`config.mk`:
```
export PLATFORM = sky130hd
export DESIGN_NAME = pc_loop_monitor
export DESIGN_NICKNAME = d
export VERILOG_FILES = /design/src/rtl/pc_loop_monitor.sv
export SDC_FILE = /design/constraint.sdc
export NUM_CORES = 1
export LEC_CHECK = 0
export CAP_MARGIN = 20
export CORE_ASPECT_RATIO = 1.4
export CORE_MARGIN = 3
export CORE_UTILIZATION = 45
export CTS_BUF_LIST = sky130_fd_sc_hd__clkbuf_4 sky130_fd_sc_hd__clkbuf_8
export DETAILED_ROUTE_END_ITERATION = 12
export PLACE_DENSITY = 0.69
export SLEW_MARGIN = 20
export SYNTH_ARGS = -nofsm -noshare
export SYNTH_HDL_FRONTEND = slang
export SYNTH_SLANG_ARGS = --single-unit
export TNS_END_PERCENT = 10
```
`constraint.sdc`:
```
create_clock -name clk -period 5.83 [get_ports clk]
set_input_delay 1.166 -clock clk [delete_from_list [all_inputs] [get_ports clk]]
set_output_delay 1.166 -clock clk [all_outputs]
set_load 0.05 [all_outputs]
```
`src/rtl/pc_loop_monitor.sv`:
```
// Infinite-loop detector: records fetch PCs in a circular history and flags a loop
// once THRESH consecutive valid samples each match an earlier history entry.
//
// state    | meaning
// ---------+--------------------------------------------------
// S_IDLE   | history empty (fill_level = 0)
// S_FILL   | history partially filled (0 < fill_level < DEPTH)
// S_FULL   | history full, oldest entry overwritten per sample
// S_LOCKED | loop declared; everything frozen until clear/reset
module pc_loop_monitor #(
  parameter int PC_W   = 32,
  parameter int DEPTH  = 11,
  parameter int THRESH = 11,
  localparam int RUN_W  = $clog2(THRESH + 1),
  localparam int FILL_W = $clog2(DEPTH + 1)
) (
  input  logic              clk,
  input  logic              reset,
  input  logic [PC_W-1:0]   pc,
  input  logic              pc_valid,
  input  logic              clear,
  output logic              loop_detect,
  output logic              halt_req,
  output logic [PC_W-1:0]   loop_pc,
  output logic [RUN_W-1:0]  run_count,
  output logic [FILL_W-1:0] fill_level
);

  localparam int PTR_W = $clog2(DEPTH);
  localparam logic [PTR_W-1:0]  LAST_PTR = PTR_W'(DEPTH - 1);
  localparam logic [PTR_W-1:0]  PTR_ONE  = PTR_W'(1);
  localparam logic [FILL_W-1:0] FULL_V   = FILL_W'(DEPTH);
  localparam logic [FILL_W-1:0] FILL_ONE = FILL_W'(1);
  localparam logic [RUN_W:0]    THRESH_V = (RUN_W + 1)'(THRESH);
  localparam logic [RUN_W:0]    RUN_ONE  = (RUN_W + 1)'(1);

  typedef enum logic [1:0] {
    S_IDLE   = 2'd0,
    S_FILL   = 2'd1,
    S_FULL   = 2'd2,
    S_LOCKED = 2'd3
  } state_t;

  state_t state, state_nxt;

  logic [PC_W-1:0]   hist [DEPTH];
  logic [DEPTH-1:0]  valid;
  logic [PTR_W-1:0]  wr_ptr;
  logic              hit;
  logic              sample;
  logic              detect;
  logic [RUN_W:0]    run_inc;
  logic [FILL_W-1:0] fill_nxt;

  // Hit is judged against the history as it stood before this edge's write.
  always_comb begin
    hit = 1'b0;
    for (int i = 0; i < DEPTH; i++) begin
      if (valid[i] && (hist[i] == pc)) hit = 1'b1;
    end
  end

  assign sample   = pc_valid && !clear && (state != S_LOCKED);
  assign run_inc  = {1'b0, run_count} + RUN_ONE;
  assign detect   = sample && hit && (run_inc == THRESH_V);
  assign fill_nxt = (fill_level == FULL_V) ? fill_level : fill_level + FILL_ONE;

  always_ff @(posedge clk or posedge reset) begin
    if (reset) state <= S_IDLE;
    else       state <= state_nxt;
  end

  always_comb begin
    state_nxt = state;
    if (clear) begin
      state_nxt = S_IDLE;
    end else if (sample) begin
      if (detect)                  state_nxt = S_LOCKED;
      else if (fill_nxt == FULL_V) state_nxt = S_FULL;
      else                         state_nxt = S_FILL;
    end
  end

  always_comb begin
    loop_detect = (state == S_LOCKED);
  end

  // Entry contents need no reset: the valid bits gate every comparison.
  always_ff @(posedge clk) begin
    if (sample) hist[wr_ptr] <= pc;
  end

  always_ff @(posedge clk or posedge reset) begin
    if (reset) begin
      valid      <= '0;
      wr_ptr     <= '0;
      run_count  <= '0;
      fill_level <= '0;
      loop_pc    <= '0;
      halt_req   <= 1'b0;
    end else if (clear) begin
      valid      <= '0;
      wr_ptr     <= '0;
      run_count  <= '0;
      fill_level <= '0;
      loop_pc    <= '0;
      halt_req   <= 1'b0;
    end else begin
      halt_req <= 1'b0;
      if (sample) begin
        valid[wr_ptr] <= 1'b1;
        wr_ptr        <= (wr_ptr == LAST_PTR) ? '0 : wr_ptr + PTR_ONE;
        run_count     <= hit ? run_inc[RUN_W-1:0] : '0;
        fill_level    <= fill_nxt;
        if (detect) begin
          halt_req <= 1'b1;
          loop_pc  <= pc;
        end
      end
    end
  end

endmodule

```
==> results <==
- The run finished with clean final reports.
- The worst setup slack after placement is 875 ps.
- The ratio of final minimum period to clock period is 76.1%.
- The net load switching power is 1.50 mW.
- The number of nets in the finished design is 1,526.
- The count of placed standard cells including taps is 1,953.
- The number of gates given a new drive strength after cts is 0.
- Traced cell by cell, the critical path runs through clkdlybuf4s50_1, xor2_1, nor4_1, nand4_1, nor4_1, nor4_2, a31oi_4, buf_4, mux2i_1.
- The number of hold-repair buffers added at the cts stage is 0.
- The fraction of power consumed by sequential logic is 50.9%.
- Setup total negative slack on the finished layout was measured at 0 ps.
- The clock transition time at the flip-flop clock pins of the worst setup and hold paths is 60 ps.
- Yosys mapped a number of flops with a built-in enable equal to 352.
- TritonCTS built the clock tree.
- The power per standard cell area is 292 mW/mm².
- The cell family contributing the most delay on the critical path is buffers and inverters.
- The delay contributed by the slowest stage of the critical path is 1210 ps.
- The commonest cells after synthesis are sky130_fd_sc_hd__edfxtp_1, sky130_fd_sc_hd__xnor2_1, sky130_fd_sc_hd__xor2_1.
- The number of failing setup endpoints in the final timing report is 0.
- The post-synth design cell area is 0.0186 mm².
- In this run the critical register-to-register path is captured at loop_pc[17].
- The core region is 0.0405 mm².
- The count of cells in the finished layout, fillers not included, comes to 2,073.
- The combined buffer and inverter count along the critical path is 2.
- Row generation in the floorplan step produced 87 rows.
- The unique cell type count in the Yosys netlist is 51.
- The peak supply drop is 0.000205 V.
- The sequential share of the synthesized area is 64.7%.
- The min-delay analysis places its worst path in the category flop to flop.
- The final-report max-slew violation count was 0.
- The remaining design rule violation count is 0.
- The number of clock sinks is 410.
- The smallest clock period supported by the final layout is computed as 4440 ps.
- After synthesis, the cell types taking the most area are sky130_fd_sc_hd__edfxtp_1, sky130_fd_sc_hd__xnor2_1, sky130_fd_sc_hd__xor2_1.
- The via density per instance is 5.62.
- CTS built an H-tree with a depth of 3.
- The area of combinational cells with multiple inputs is 0.00624 mm².
- After synthesis, the largest area contributor takes up 56.9% of total cell area.
- The worst-skew pair later-pin latency is 620 ps.
- Based on the critical path, the design can be clocked at up to 225 MHz.
- Buffers placed on the I/O ports in this run total 77.
- Counting the fill cells in the layout gives 3,407.
- Setup slack on the worst reg-to-reg path comes out at 2870 ps.
- Global routing consumed, over all layers together, 23.2% of the routing resources.
- The leading register cell type out of synthesis is sky130_fd_sc_hd__edfxtp_1.
- The total vias in the final route is 11,600.
- For this block, the routed nets add up to 50,200 µm of wire.
- The source of the worst register-to-register timing path is hist[5][21].
- Summing all non-filler instances in the final layout gives an area of 0.0217 mm².
- The number of I/O pins is 78.
- The cell with the most instances on the worst path is sky130_fd_sc_hd__nor4_1.
- The detailed router finished its first iteration with 1,243 violations.
- The final routed wire length divided by cell count is 24.2 µm.
- The via count of the first global-routing pass is 11,900.
- The largest net degree at the start of global routing is 90.
- Among all stages on the critical path, the largest delay is contributed by sky130_fd_sc_hd__clkdlybuf4s50_1.
- Across the routed clock network, the largest skew measured is 33.7 ps.
- The total number of cells along the worst setup path is 9.
- The endpoint type of the worst setup path is a flop.
- For this run, the detailed router's first-pass iteration total came to 5.
- The minimum setup slack in the final design is 1390 ps.
- The max-cap check violation count is 0.
- The die outline width is 178 µm.
- The most frequent cell after synthesis is sky130_fd_sc_hd__edfxtp_1.
- Once detail routing completed, the nets flagged for antenna violations numbered 0.
- The post-synthesis instance total is 1,324.
- The Yosys step of the flow raised 0 warnings.
- Averaged over all synthesized cells, the footprint is 14.0 µm².
- The critical path in this run is classified as input port to flop.
- For the pin with the worst max-slew slack, the measured transition is 1120 ps.
- The post-placement cell area is 0.0203 mm².
- The library cell occupying the most area in the post-synthesis netlist is sky130_fd_sc_hd__edfxtp_1.
- Setup repair after global routing left no endpoint under its margin.
- The first-pass GRT wire length is 74,800 µm.
- Clock tree synthesis selected as its root buffer the cell sky130_fd_sc_hd__clkbuf_8.
- Data on the critical path arrives at its endpoint at 4970 ps.
- In this run the most critical hold path is launched from valid[8].
- The largest fanout on the critical path is 32.
- The number of hold-slack violations in the final timing report is 0.
- The async set-reset flop share out of synthesis is 14.1%.
- The number of cell instances on the worst register-to-register path is 8.
- The analysis attributes to cell leakage a power of 7.15 nW.
- The global placer's final weighted congestion is 0.980.
- The sequential cell area is 0.0120 mm².
- For this configuration, the core starts out at a cell density of 45.9%.
- Counting flops and latches in the post-synthesis netlist gives 410.
- The clock share of power is 41.6%.
- The initial antenna violation count is 0.
- For hold timing, the worst endpoint is valid[8].
- The number of buffers added by the clock tree synthesis step is 66.
- The combinational share of power is 7.5%.
- The die outline area is 0.0438 mm².
- The worst hold slack across all endpoints is 505 ps.
- From synthesis to final layout, the design area changed by 16.7%.
- The number of setup buffers added after CTS is 0.
- The critical path required time is 6360 ps.
- The design internal power is 4.84 mW.
- The clock tree buffer depth is 3.
- The kind of start point of the critical path is an input port.
- The total overflow left after global routing is 0.
- The die height is 246 µm.
- Along the worst hold path, the cell count comes to 2.
- In this run the tightest slew margin relative to its limit is 25.4%.
- The post-DP HPWL is 33,900 µm.
- In this run switching power makes up 23.7% of total power.
- The net count of the mapped netlist is 1,363.
- The fraction of layout cells with a size suffix above 1 is 13.1%.
-- worst register-to-register path, delay by kind of cell, from the launching register on --
kind | cells | cell delay, ps
simple gates | 4 | 1400
buf+inv | 1 | 460
xor+xnor | 1 | 180
compound gates | 1 | 160
mux | 1 | 290
flops | 1 | 380
-- worst max path at each step --
stage / from / to / slack (ps)
after floorplan: clear / hist[4][0] / 1440
after global placement: pc[21] / loop_pc[22] / 1100
after detailed placement: pc[21] / loop_pc[12] / 870
after CTS: pc[21] / loop_pc[10] / 1530
after global routing: pc[21] / loop_pc[29] / 1350
final: pc[21] / loop_pc[17] / 1390
-- final cells by class --
class                           instances  area share (%)
Sequential cell                       410            55.5
Multi-Input combinational cell        850            28.8
Inverter                               10           0.173
Tap cell                              534            3.08
Timing Repair Buffer                  149            6.08
Clock buffer                           81            4.85
Clock inverter                         38            1.58
Antenna cell                            1          0.0115
-- flip-flops by register name (all words and copies together), names as in the netlist --
| signal | cells |
|---|---|
| halt_req | 1 |
| run_count | 4 |
| wr_ptr | 4 |
| fill_level | 4 |
| valid | 11 |
| state | 2 |
| hist | 352 |
| loop_pc | 32 |
-- routing by layer --
| layer | vias to the layer above | wire (µm) | global-route usage [%] |
|---|---|---|---|
| met1 | 5803 | 20200 | 30.2 |
| li1 | 5208 | - | - |
| met2 | 524 | 24100 | 38.0 |
| met3 | 113 | 3550 | 3.48 |
| met4 | 0 | 2320 | 11.6 |
| met5 | - | 0 | 0 |
-- cells by family after synthesis --
family / count (synthesis) / share of synthesized area (%)
fa+ha+maj: 3 / 0.202
compound gates: 37 / 1.37
xor+xnor: 356 / 16.8
simple gates: 422 / 13.3
flops: 410 / 64.7
mux: 32 / 1.72
buf+inv: 64 / 1.94
-- metrics by stage --
stage	power, mW	util [%]
after CTS	6.39	53.5
final	6.34	53.5
after global routing	6.55	53.5
after global placement	3.75	50.1
after detailed placement	3.76	50.1
after floorplan	3.54	-
-- cells in the final DEF (no fill, tap or decap), drive strengths merged, types with 3 or more instances in the layout --
| cell type | n |
|---|---|
| xor2 | 177 |
| clkinvlp | 5 |
| nor3 | 21 |
| o22ai | 4 |
| clkinv | 25 |
| a2111oi | 3 |
| nor3b | 5 |
| dfrtp | 58 |
| or4 | 4 |
| nor4b | 5 |
| clkbuf | 81 |
| ha | 3 |
| nor4 | 88 |
| or2 | 3 |
| nand4b | 6 |
| buf | 73 |
| nand2b | 73 |
| mux2i | 32 |
| or3b | 3 |
| nor2b | 6 |
| and3 | 8 |
| or3 | 4 |
| nand3 | 23 |
| bufinv | 6 |
| o21ai | 6 |
| clkdlybuf4s50 | 76 |
| edfxtp | 352 |
| nand4 | 80 |
| nand2 | 40 |
| nor2 | 44 |
| a21oi | 12 |
| xnor2 | 179 |
| inv | 12 |
-- power groups by stage --
| stage | combinational, mW | clock, mW | sequential [mW] |
|---|---|---|---|
| 2_1_floorplan | 0.251 | 0 | 3.29 |
| 3_3_place_gp | 0.467 | 0 | 3.29 |
| 3_5_place_dp | 0.472 | 0 | 3.29 |
| 4_1_cts | 0.473 | 2.69 | 3.23 |
| 5_1_grt | 0.505 | 2.82 | 3.23 |
| 6_report | 0.474 | 2.64 | 3.23 |
Power figures use the tool's default switching activity.
